**config.mk**
```make
export PLATFORM = sky130hd
export DESIGN_NAME = vga_vram_arbiter_flat
export DESIGN_NICKNAME = d
export VERILOG_FILES = /design/src/rtl/vga_vram_arbiter_if.sv /design/src/rtl/vga_vram_arbiter.sv /design/src/flat_wrapper.sv
export SDC_FILE = /design/constraint.sdc
export NUM_CORES = 1
export LEC_CHECK = 0
export CORE_AREA = 2 2 88 90
export CTS_BUF_LIST = sky130_fd_sc_hd__clkbuf_8
export DETAILED_ROUTE_END_ITERATION = 8
export DIE_AREA = 0 0 90 92
export GPL_TIMING_DRIVEN = 0
export PLACE_DENSITY = 0.7
export SLEW_MARGIN = 40
export SYNTH_ARGS = -nofsm -noshare
export SYNTH_HDL_FRONTEND = slang
export SYNTH_SLANG_ARGS = --single-unit
```
**constraint.sdc**
```tcl
create_clock -name clk -period 5.25 [get_ports clk]
set_input_delay 1.05 -clock clk [delete_from_list [all_inputs] [get_ports clk]]
set_output_delay 1.05 -clock clk [all_outputs]
set_load 0.1 [all_outputs]
```
**src/rtl/vga_vram_arbiter_if.sv**
```systemverilog
// Shared framebuffer port bundle: scan-out fetch, CPU bus and RAM sides.
// The arbiter takes the slave view; the surrounding system drives the master view.
interface vga_vram_arbiter_if #(
  parameter int AW = 16,
  parameter int DW = 32
);
  logic            blank;

  logic            scan_req;
  logic [AW-1:0]   scan_addr;
  logic            scan_gnt;
  logic            scan_rvalid;
  logic [DW-1:0]   scan_rdata;

  logic            cpu_req;
  logic            cpu_we;
  logic [DW/8-1:0] cpu_be;
  logic [AW-1:0]   cpu_addr;
  logic [DW-1:0]   cpu_wdata;
  logic            cpu_gnt;
  logic            cpu_rvalid;
  logic [DW-1:0]   cpu_rdata;

  logic            mem_en;
  logic            mem_we;
  logic [DW/8-1:0] mem_be;
  logic [AW-1:0]   mem_addr;
  logic [DW-1:0]   mem_wdata;
  logic [DW-1:0]   mem_rdata;

  modport slave (
    input  blank,
    input  scan_req, scan_addr,
    output scan_gnt, scan_rvalid, scan_rdata,
    input  cpu_req, cpu_we, cpu_be, cpu_addr, cpu_wdata,
    output cpu_gnt, cpu_rvalid, cpu_rdata,
    output mem_en, mem_we, mem_be, mem_addr, mem_wdata,
    input  mem_rdata
  );

  modport master (
    output blank,
    output scan_req, scan_addr,
    input  scan_gnt, scan_rvalid, scan_rdata,
    output cpu_req, cpu_we, cpu_be, cpu_addr, cpu_wdata,
    input  cpu_gnt, cpu_rvalid, cpu_rdata,
    input  mem_en, mem_we, mem_be, mem_addr, mem_wdata,
    output mem_rdata
  );
endinterface

```
**src/rtl/vga_vram_arbiter.sv**
```systemverilog
// Single-port VRAM arbiter: scan-out wins during active video, a saturating
// starvation counter hands the CPU one slot after STARVE_MAX denials.
module vga_vram_arbiter #(
  parameter int AW         = 16,
  parameter int DW         = 32,
  parameter int STARVE_MAX = 8
) (
  input logic                clk,
  input logic                reset,
  vga_vram_arbiter_if.slave  bus
);
  localparam int            CW      = $clog2(STARVE_MAX + 1);
  localparam logic [CW-1:0] CNT_MAX = CW'(STARVE_MAX);

  typedef enum logic [1:0] {
    TAG_NONE = 2'd0,
    TAG_SCAN = 2'd1,
    TAG_CPU  = 2'd2
  } tag_t;

  tag_t            tag_q, tag_d;
  logic [CW-1:0]   starve_cnt;
  logic            cpu_win, cpu_gnt, scan_gnt;
  logic            mem_we;
  logic [DW/8-1:0] mem_be;
  logic [AW-1:0]   mem_addr;
  logic [DW-1:0]   mem_wdata;

  // Grants are gated by reset so nothing reaches the RAM while it is held.
  always_comb begin
    cpu_win  = bus.cpu_req & (~bus.scan_req | bus.blank | (starve_cnt == CNT_MAX));
    cpu_gnt  = ~reset & cpu_win;
    scan_gnt = ~reset & bus.scan_req & ~cpu_win;
  end

  always_comb begin
    mem_we    = 1'b0;
    mem_be    = {(DW/8){1'b1}};
    mem_addr  = bus.scan_addr;
    mem_wdata = '0;
    if (cpu_gnt) begin
      mem_we    = bus.cpu_we;
      mem_be    = bus.cpu_be;
      mem_addr  = bus.cpu_addr;
      mem_wdata = bus.cpu_wdata;
    end
  end

  always_comb begin
    tag_d = TAG_NONE;
    if (cpu_gnt)       tag_d = TAG_CPU;
    else if (scan_gnt) tag_d = TAG_SCAN;
  end

  always_ff @(posedge clk or posedge reset) begin
    if (reset) tag_q <= TAG_NONE;
    else       tag_q <= tag_d;
  end

  // Clear beats increment when the CPU is granted in a conflict cycle.
  always_ff @(posedge clk or posedge reset) begin
    if (reset)
      starve_cnt <= '0;
    else if (cpu_gnt)
      starve_cnt <= '0;
    else if (bus.cpu_req && !bus.blank && bus.scan_req && starve_cnt != CNT_MAX)
      starve_cnt <= starve_cnt + 1'b1;
  end

  assign bus.scan_gnt    = scan_gnt;
  assign bus.cpu_gnt     = cpu_gnt;
  assign bus.mem_en      = scan_gnt | cpu_gnt;
  assign bus.mem_we      = mem_we;
  assign bus.mem_be      = mem_be;
  assign bus.mem_addr    = mem_addr;
  assign bus.mem_wdata   = mem_wdata;
  assign bus.scan_rvalid = (tag_q == TAG_SCAN);
  assign bus.cpu_rvalid  = (tag_q == TAG_CPU);
  assign bus.scan_rdata  = bus.mem_rdata;
  assign bus.cpu_rdata   = bus.mem_rdata;
endmodule
```
**src/flat_wrapper.sv**
```systemverilog
// flat-port wrapper written by rule: the top's interface ports become plain ports
module vga_vram_arbiter_flat 
#(
  parameter int AW         = 16,
  parameter int DW         = 32,
  parameter int STARVE_MAX = 8
)
  (clk, reset, bus_blank, bus_scan_req, bus_scan_addr, bus_scan_gnt, bus_scan_rvalid, bus_scan_rdata, bus_cpu_req, bus_cpu_we, bus_cpu_be, bus_cpu_addr, bus_cpu_wdata, bus_cpu_gnt, bus_cpu_rvalid, bus_cpu_rdata, bus_mem_en, bus_mem_we, bus_mem_be, bus_mem_addr, bus_mem_wdata, bus_mem_rdata);
  vga_vram_arbiter_if #(.AW(AW), .DW(DW)) bus_i ();
  input logic clk;
  input logic reset;
  input wire logic [$bits(bus_i.blank)-1:0] bus_blank;
  input wire logic [$bits(bus_i.scan_req)-1:0] bus_scan_req;
  input wire logic [$bits(bus_i.scan_addr)-1:0] bus_scan_addr;
  output wire logic [$bits(bus_i.scan_gnt)-1:0] bus_scan_gnt;
  output wire logic [$bits(bus_i.scan_rvalid)-1:0] bus_scan_rvalid;
  output wire logic [$bits(bus_i.scan_rdata)-1:0] bus_scan_rdata;
  input wire logic [$bits(bus_i.cpu_req)-1:0] bus_cpu_req;
  input wire logic [$bits(bus_i.cpu_we)-1:0] bus_cpu_we;
  input wire logic [$bits(bus_i.cpu_be)-1:0] bus_cpu_be;
  input wire logic [$bits(bus_i.cpu_addr)-1:0] bus_cpu_addr;
  input wire logic [$bits(bus_i.cpu_wdata)-1:0] bus_cpu_wdata;
  output wire logic [$bits(bus_i.cpu_gnt)-1:0] bus_cpu_gnt;
  output wire logic [$bits(bus_i.cpu_rvalid)-1:0] bus_cpu_rvalid;
  output wire logic [$bits(bus_i.cpu_rdata)-1:0] bus_cpu_rdata;
  output wire logic [$bits(bus_i.mem_en)-1:0] bus_mem_en;
  output wire logic [$bits(bus_i.mem_we)-1:0] bus_mem_we;
  output wire logic [$bits(bus_i.mem_be)-1:0] bus_mem_be;
  output wire logic [$bits(bus_i.mem_addr)-1:0] bus_mem_addr;
  output wire logic [$bits(bus_i.mem_wdata)-1:0] bus_mem_wdata;
  input wire logic [$bits(bus_i.mem_rdata)-1:0] bus_mem_rdata;
  assign bus_i.blank = bus_blank;
  assign bus_i.scan_req = bus_scan_req;
  assign bus_i.scan_addr = bus_scan_addr;
  assign bus_scan_gnt = bus_i.scan_gnt;
  assign bus_scan_rvalid = bus_i.scan_rvalid;
  assign bus_scan_rdata = bus_i.scan_rdata;
  assign bus_i.cpu_req = bus_cpu_req;
  assign bus_i.cpu_we = bus_cpu_we;
  assign bus_i.cpu_be = bus_cpu_be;
  assign bus_i.cpu_addr = bus_cpu_addr;
  assign bus_i.cpu_wdata = bus_cpu_wdata;
  assign bus_cpu_gnt = bus_i.cpu_gnt;
  assign bus_cpu_rvalid = bus_i.cpu_rvalid;
  assign bus_cpu_rdata = bus_i.cpu_rdata;
  assign bus_mem_en = bus_i.mem_en;
  assign bus_mem_we = bus_i.mem_we;
  assign bus_mem_be = bus_i.mem_be;
  assign bus_mem_addr = bus_i.mem_addr;
  assign bus_mem_wdata = bus_i.mem_wdata;
  assign bus_i.mem_rdata = bus_mem_rdata;
  vga_vram_arbiter #(.AW(AW), .DW(DW), .STARVE_MAX(STARVE_MAX)) u_core (.clk(clk), .reset(reset), .bus(bus_i));
endmodule
```
# ---- After elaboration in Yosys (flattened, before gate mapping)
# Cells that the tools add are included.
dict set report op_classes {
  addsub 1
  mul 0
  n_div 0
  n_lt_le_gt_ge 0
  n_eq_ne 4
  shift 0
  n_mux 8
  bitwise 10
  reduce_logical 5
}
# operator count
set ops {}
lappend ops {{$mux 32} 1}
lappend ops {{$mux 16} 1}
lappend ops {{$mux 4} 3}
lappend ops {{$add 4x1->4 const B} 1}
lappend ops {{$and 1x1->1} 4}
lappend ops {{$eq 4x4->1 const B} 1}
lappend ops {{$ne 4x4->1 const B} 1}
lappend ops {{$logic_and 1x1->1} 3}
lappend ops {{$not 1->1} 3}
lappend ops {{$or 1x1->1} 3}
lappend ops {{$eq 2x1->1 const B} 1}
lappend ops {{$eq 2x2->1 const B} 1}
lappend ops {{$mux 1} 2}
lappend ops {{$mux 2} 1}
lappend ops {{$reduce_bool 2->1} 1}
lappend ops {{$logic_not 1->1} 1}
dict set report word_totals {
  register_bits 6
  latchBits 0
  ramBits 0
  rom_bits 0
  input_bits 106
  output_inout_bits 122
  elab_cells 30
  memories 0
}

# ---- Longest topological paths before layout
dict set report depth {
  word_depth 8
  depth_mapped 6
  mapped_depth_nobuf 5
}

# ---- Worst setup path before layout
# Ideal clock, no wire load.
dict set report synth_path {
  path_kind {input to output}
  from {input bus_blank}
  to {output bus_scan_gnt}
  arrival_ns 2.965
  required_time_ns 4.200
  path_slack_ns 1.235
  path_stages 3
  path_buffers 0
  path_cell_list {and2b_1 -> nand2_1 -> a21oi_1}
}
dict set report synth_between {
  elab_chain_cells 5
}
# element line
set synth_rtl {}
lappend synth_rtl {{start: declaration} flat_wrapper.sv:12} ;# input wire logic [$bits(bus_i.blank)-1:0] bus_blank;
lappend synth_rtl {{$or 1x1->1 (2 in a row)} vga_vram_arbiter.sv:31} ;# cpu_win = bus.cpu_req & (~bus.scan_req | bus.blank | (starve_cnt == CNT_MAX));
lappend synth_rtl {{$and 1x1->1} vga_vram_arbiter.sv:31}
lappend synth_rtl {{$not 1->1} vga_vram_arbiter.sv:33} ;# scan_gnt = ~reset & bus.scan_req & ~cpu_win;
lappend synth_rtl {{$and 1x1->1} vga_vram_arbiter.sv:33}
lappend synth_rtl {{end: declaration} flat_wrapper.sv:15} ;# output wire logic [$bits(bus_i.scan_gnt)-1:0] bus_scan_gnt;
# No other way between the ends.

# ---- Final worst setup path
dict set report layout_path {
  from {input bus_blank}
  to {output bus_mem_wdata[5]}
}
dict set report layout_between {
  elab_chain_cells 5
}
# element line
set layout_rtl {}
lappend layout_rtl {{$or 1x1->1 (2 in a row)} vga_vram_arbiter.sv:31}
lappend layout_rtl {{$and 1x1->1} vga_vram_arbiter.sv:31}
lappend layout_rtl {{$and 1x1->1} vga_vram_arbiter.sv:32} ;# cpu_gnt = ~reset & cpu_win;
lappend layout_rtl {{$mux 32} vga_vram_arbiter.sv:41} ;# if (cpu_gnt) begin
lappend layout_rtl {{end: declaration} flat_wrapper.sv:30} ;# output wire logic [$bits(bus_i.mem_wdata)-1:0] bus_mem_wdata;
# No other way between the ends.

==> metrics.cfg <==
[outcome]
status = complete, no violations

[sta]
rsz0062_at_grt = false
layout_worst_path_cycle_share_pct = 76.68
finalSetupTns_ps = 0
fmax_ghz = 0.2484
fin_skew_ps = 2.060
hold_ws_ps = 533.2
maxSlewViolCount = 0
slew_headroom_pct = 64.75
period_minus_slack_ps = 4026
hold_violations = 0
tightest_slew_ps = 532.3
fin_ws_ps = 1224
setup_viol = 0

[clock_tree]
cts_buffers = 3
path_clk_slew_ps = 40
cts_buffer_depth = 2
cts_sinks = 6
cts_root_buffer = clkbuf_8
post_cts_buffers = 0
hold_buffers = 0
htree_levels = 1
cts_resized = 0
worstSkewPairLatency_ps = 220
cts_tree = done

[layout]
drive_above_1_share_pct = 55.62
n_antenna_cell = 0
fin_nets = 466
synthToLayoutAreaGrowth_pct = 116.5
fin_area_um2 = 2788

[yosys]
synth-seq-cells = 6
synth-edff-count = 0
syn_nets = 267
synthCells = 159
synth_commonest_cells = 66 x buf_4, 33 x and2_1, 12 x mux2_1
yosysWarnings = 0
synth_flop_cell = dfrtp_1
synth_top_area_share_pct = 38.48
yosys-top-cells-area = buf_4 38%, and2_1 16%, dfrtp_1 12%
yosysSeqAreaShare_pct = 11.66
synth_most_common_cell = buf_4
synth_area_um2 = 1287
yosysTopAreaCell = buf_4
ys_async_sr_fraction_pct = 100.0
syn_area_per_cell_um2 = 8.097
synth_cell_type_count = 23

[routing]
drc = 0
first_iter_violations = 17
vias = 1657
vias_per_cell = 3.618
routedWlPerCell_um = 11.29
drt_wl_total_um = 5172
antenna_left = 0
drtPass1Iterations = 4

[critical_path]
critPathRequiredTime_ps = 4200
r2r-start = u_core.starve_cnt[0]
arrival_ps = 2980
cpMaxStageDelayCell = clkdlybuf4s50_1
critPathLaunchType = primary input
path_cells = clkdlybuf4s50_1 > and2b_1 > a21boi_4 > clkbuf_1 > and2_1 > buf_2
rr_worst_depth = 5
reg2reg_to = u_core.tag_q[1]
path_max_fanout = 10
crit_buf_inv = 3
crit_path_max_incr_delay_ps = 450
end_kind = output pin
cpLargestDelayFamily = buffers and inverters
path_class = in -> out
r2r_slack_ps = 3720

[placed_design]
dpl_cell_area_um2 = 2746
hpwlAfterDp_um = 4749
portBuffers = 194
gp_congestion = 0.7741
dpl_worst_slack_ps = 1179

[power]
power_density_nw_per_um2 = 234.0
swShare_pct = 65.20
power_switching_mw = 0.4254
power_leakage_nw = 1.491
p_clk_share_pct = 10.4
p_int_mw = 0.2271
ir_worst_vdd_mv = 0.1218
comb_power_share_pct = 81.4
sequentialPowerShare_pct = 8.2

[grt]
grtUsageTotal_pct = 11.32
grt.busiest_layer = met2
first_global_vias = 1594
use_met3_pct = 2.301
grt_max_degree = 12
use_met1_pct = 12.60
antenna_found_initial = 0
met2_usage_pct = 21.99
grt_overflow = 0
grt_pass1_wl_um = 7700

[floorplanning]
die-width_um = 90
initial_core_util_pct = 17.29
coreArea_um2 = 7447
chipHeight_um = 92
io_pins = 228
dieArea_um2 = 8280
row_count = 32

[min_path]
hold_end = u_core.starve_cnt[3]
worst_hold_path_type = reg -> reg
hold_path_depth = 1
worstHoldStart = u_core.starve_cnt[3]

[flow_run]
maxCapViolations = 0

[worst reg2reg max path: stages (launching register included)]
cell and delay (ps):
dfrtp_1 400, inv_1 100, ha_1 170, nand3b_1 160
a21boi_4 360, buf_2 250
[cell type report]
type | instances | area [um2]
buffer | 70 | 519.2
clock buffer | 3 | 41.29
fill | 777 | 4659
inverter | 3 | 11.26
multi-input combinational | 80 | 606.8
sequential | 6 | 150.1
tap | 102 | 127.6
timing repair buffer | 194 | 1331
[power groups by stage]
stage	combinational (mW)	clock (mW)	sequential [mW]
2_1_floorplan	0.430	0	0.0533
3_3_place_gp	0.578	0	0.0540
3_5_place_dp	0.533	0	0.0542
4_1_cts	0.534	0.0680	0.0537
5_1_grt	0.546	0.0701	0.0543
6_report	0.531	0.0677	0.0537
[placed cells by master (no fill, tap or decap)]
cell type and count:
buf_2 123, clkdlybuf4s50_1 72, buf_4 66, and2_1 33, mux2_1 12, dfrtp_1 6, nand2_1 4, o2bb2ai_1 4
mux2_2 4, nand2b_1 4, nor2b_1 4, inv_1 3, clkbuf_8 3, and2b_1 2, a21oi_1 2, clkbuf_1 2
nor2_1 2, mux2i_1 2, ha_1 2, nand3b_1 1, a31oi_1 1, a21boi_4 1, buf_6 1, o21ai_0 1
nand3_1 1
[metrics by stage]
step / power, mW / cells / utilization [%]
after detailed placement: 0.5871 / 455 / 36.88
final: 0.6524 / 458 / 37.43
after floorplan: 0.4834 / 159 / -
after CTS: 0.6554 / 458 / 37.43
after global routing: 0.6706 / 458 / 37.43
after global placement: 0.6319 / 455 / 45.08
[worst max path at each step]
stage | start | to | slack (ps) | depth (start not counted)
6_report | bus_blank | bus_mem_wdata[5] | 1220 | 6
3_5_place_dp | bus_blank | bus_mem_wdata[5] | 1180 | 6
4_1_cts | bus_blank | bus_mem_wdata[10] | 1170 | 6
2_1_floorplan | bus_blank | bus_scan_gnt | 1240 | 3
3_3_place_gp | bus_blank | bus_mem_wdata[5] | 440 | 6
5_1_grt | bus_blank | bus_mem_wdata[10] | 1020 | 6
[layer usage]
layer  up-vias  wire [um]
met3         4        402
li1        835          -
met5         -          0
met2        95       2843
met4         0         31
met1       723       1895
[cells by family (layout without fill, tap and decap cells)]
kind of cell / count (synthesis) / count (layout) / share of synthesized area (%)
simple gates: 51 / 51 / 23.81
compound gates: 9 / 9 / 5.831
flops: 6 / 6 / 11.66
fa+ha+maj: 2 / 2 / 1.943
mux: 18 / 18 / 15.55
buf+inv: 73 / 270 / 41.21
[registers in the layout (all words and copies together), names as in the netlist]
| register | count |
|---|---|
| u_core.starve_cnt | 4 |
| u_core.tag_q | 2 |
Note: power is estimated with default switching activity, not from simulation.
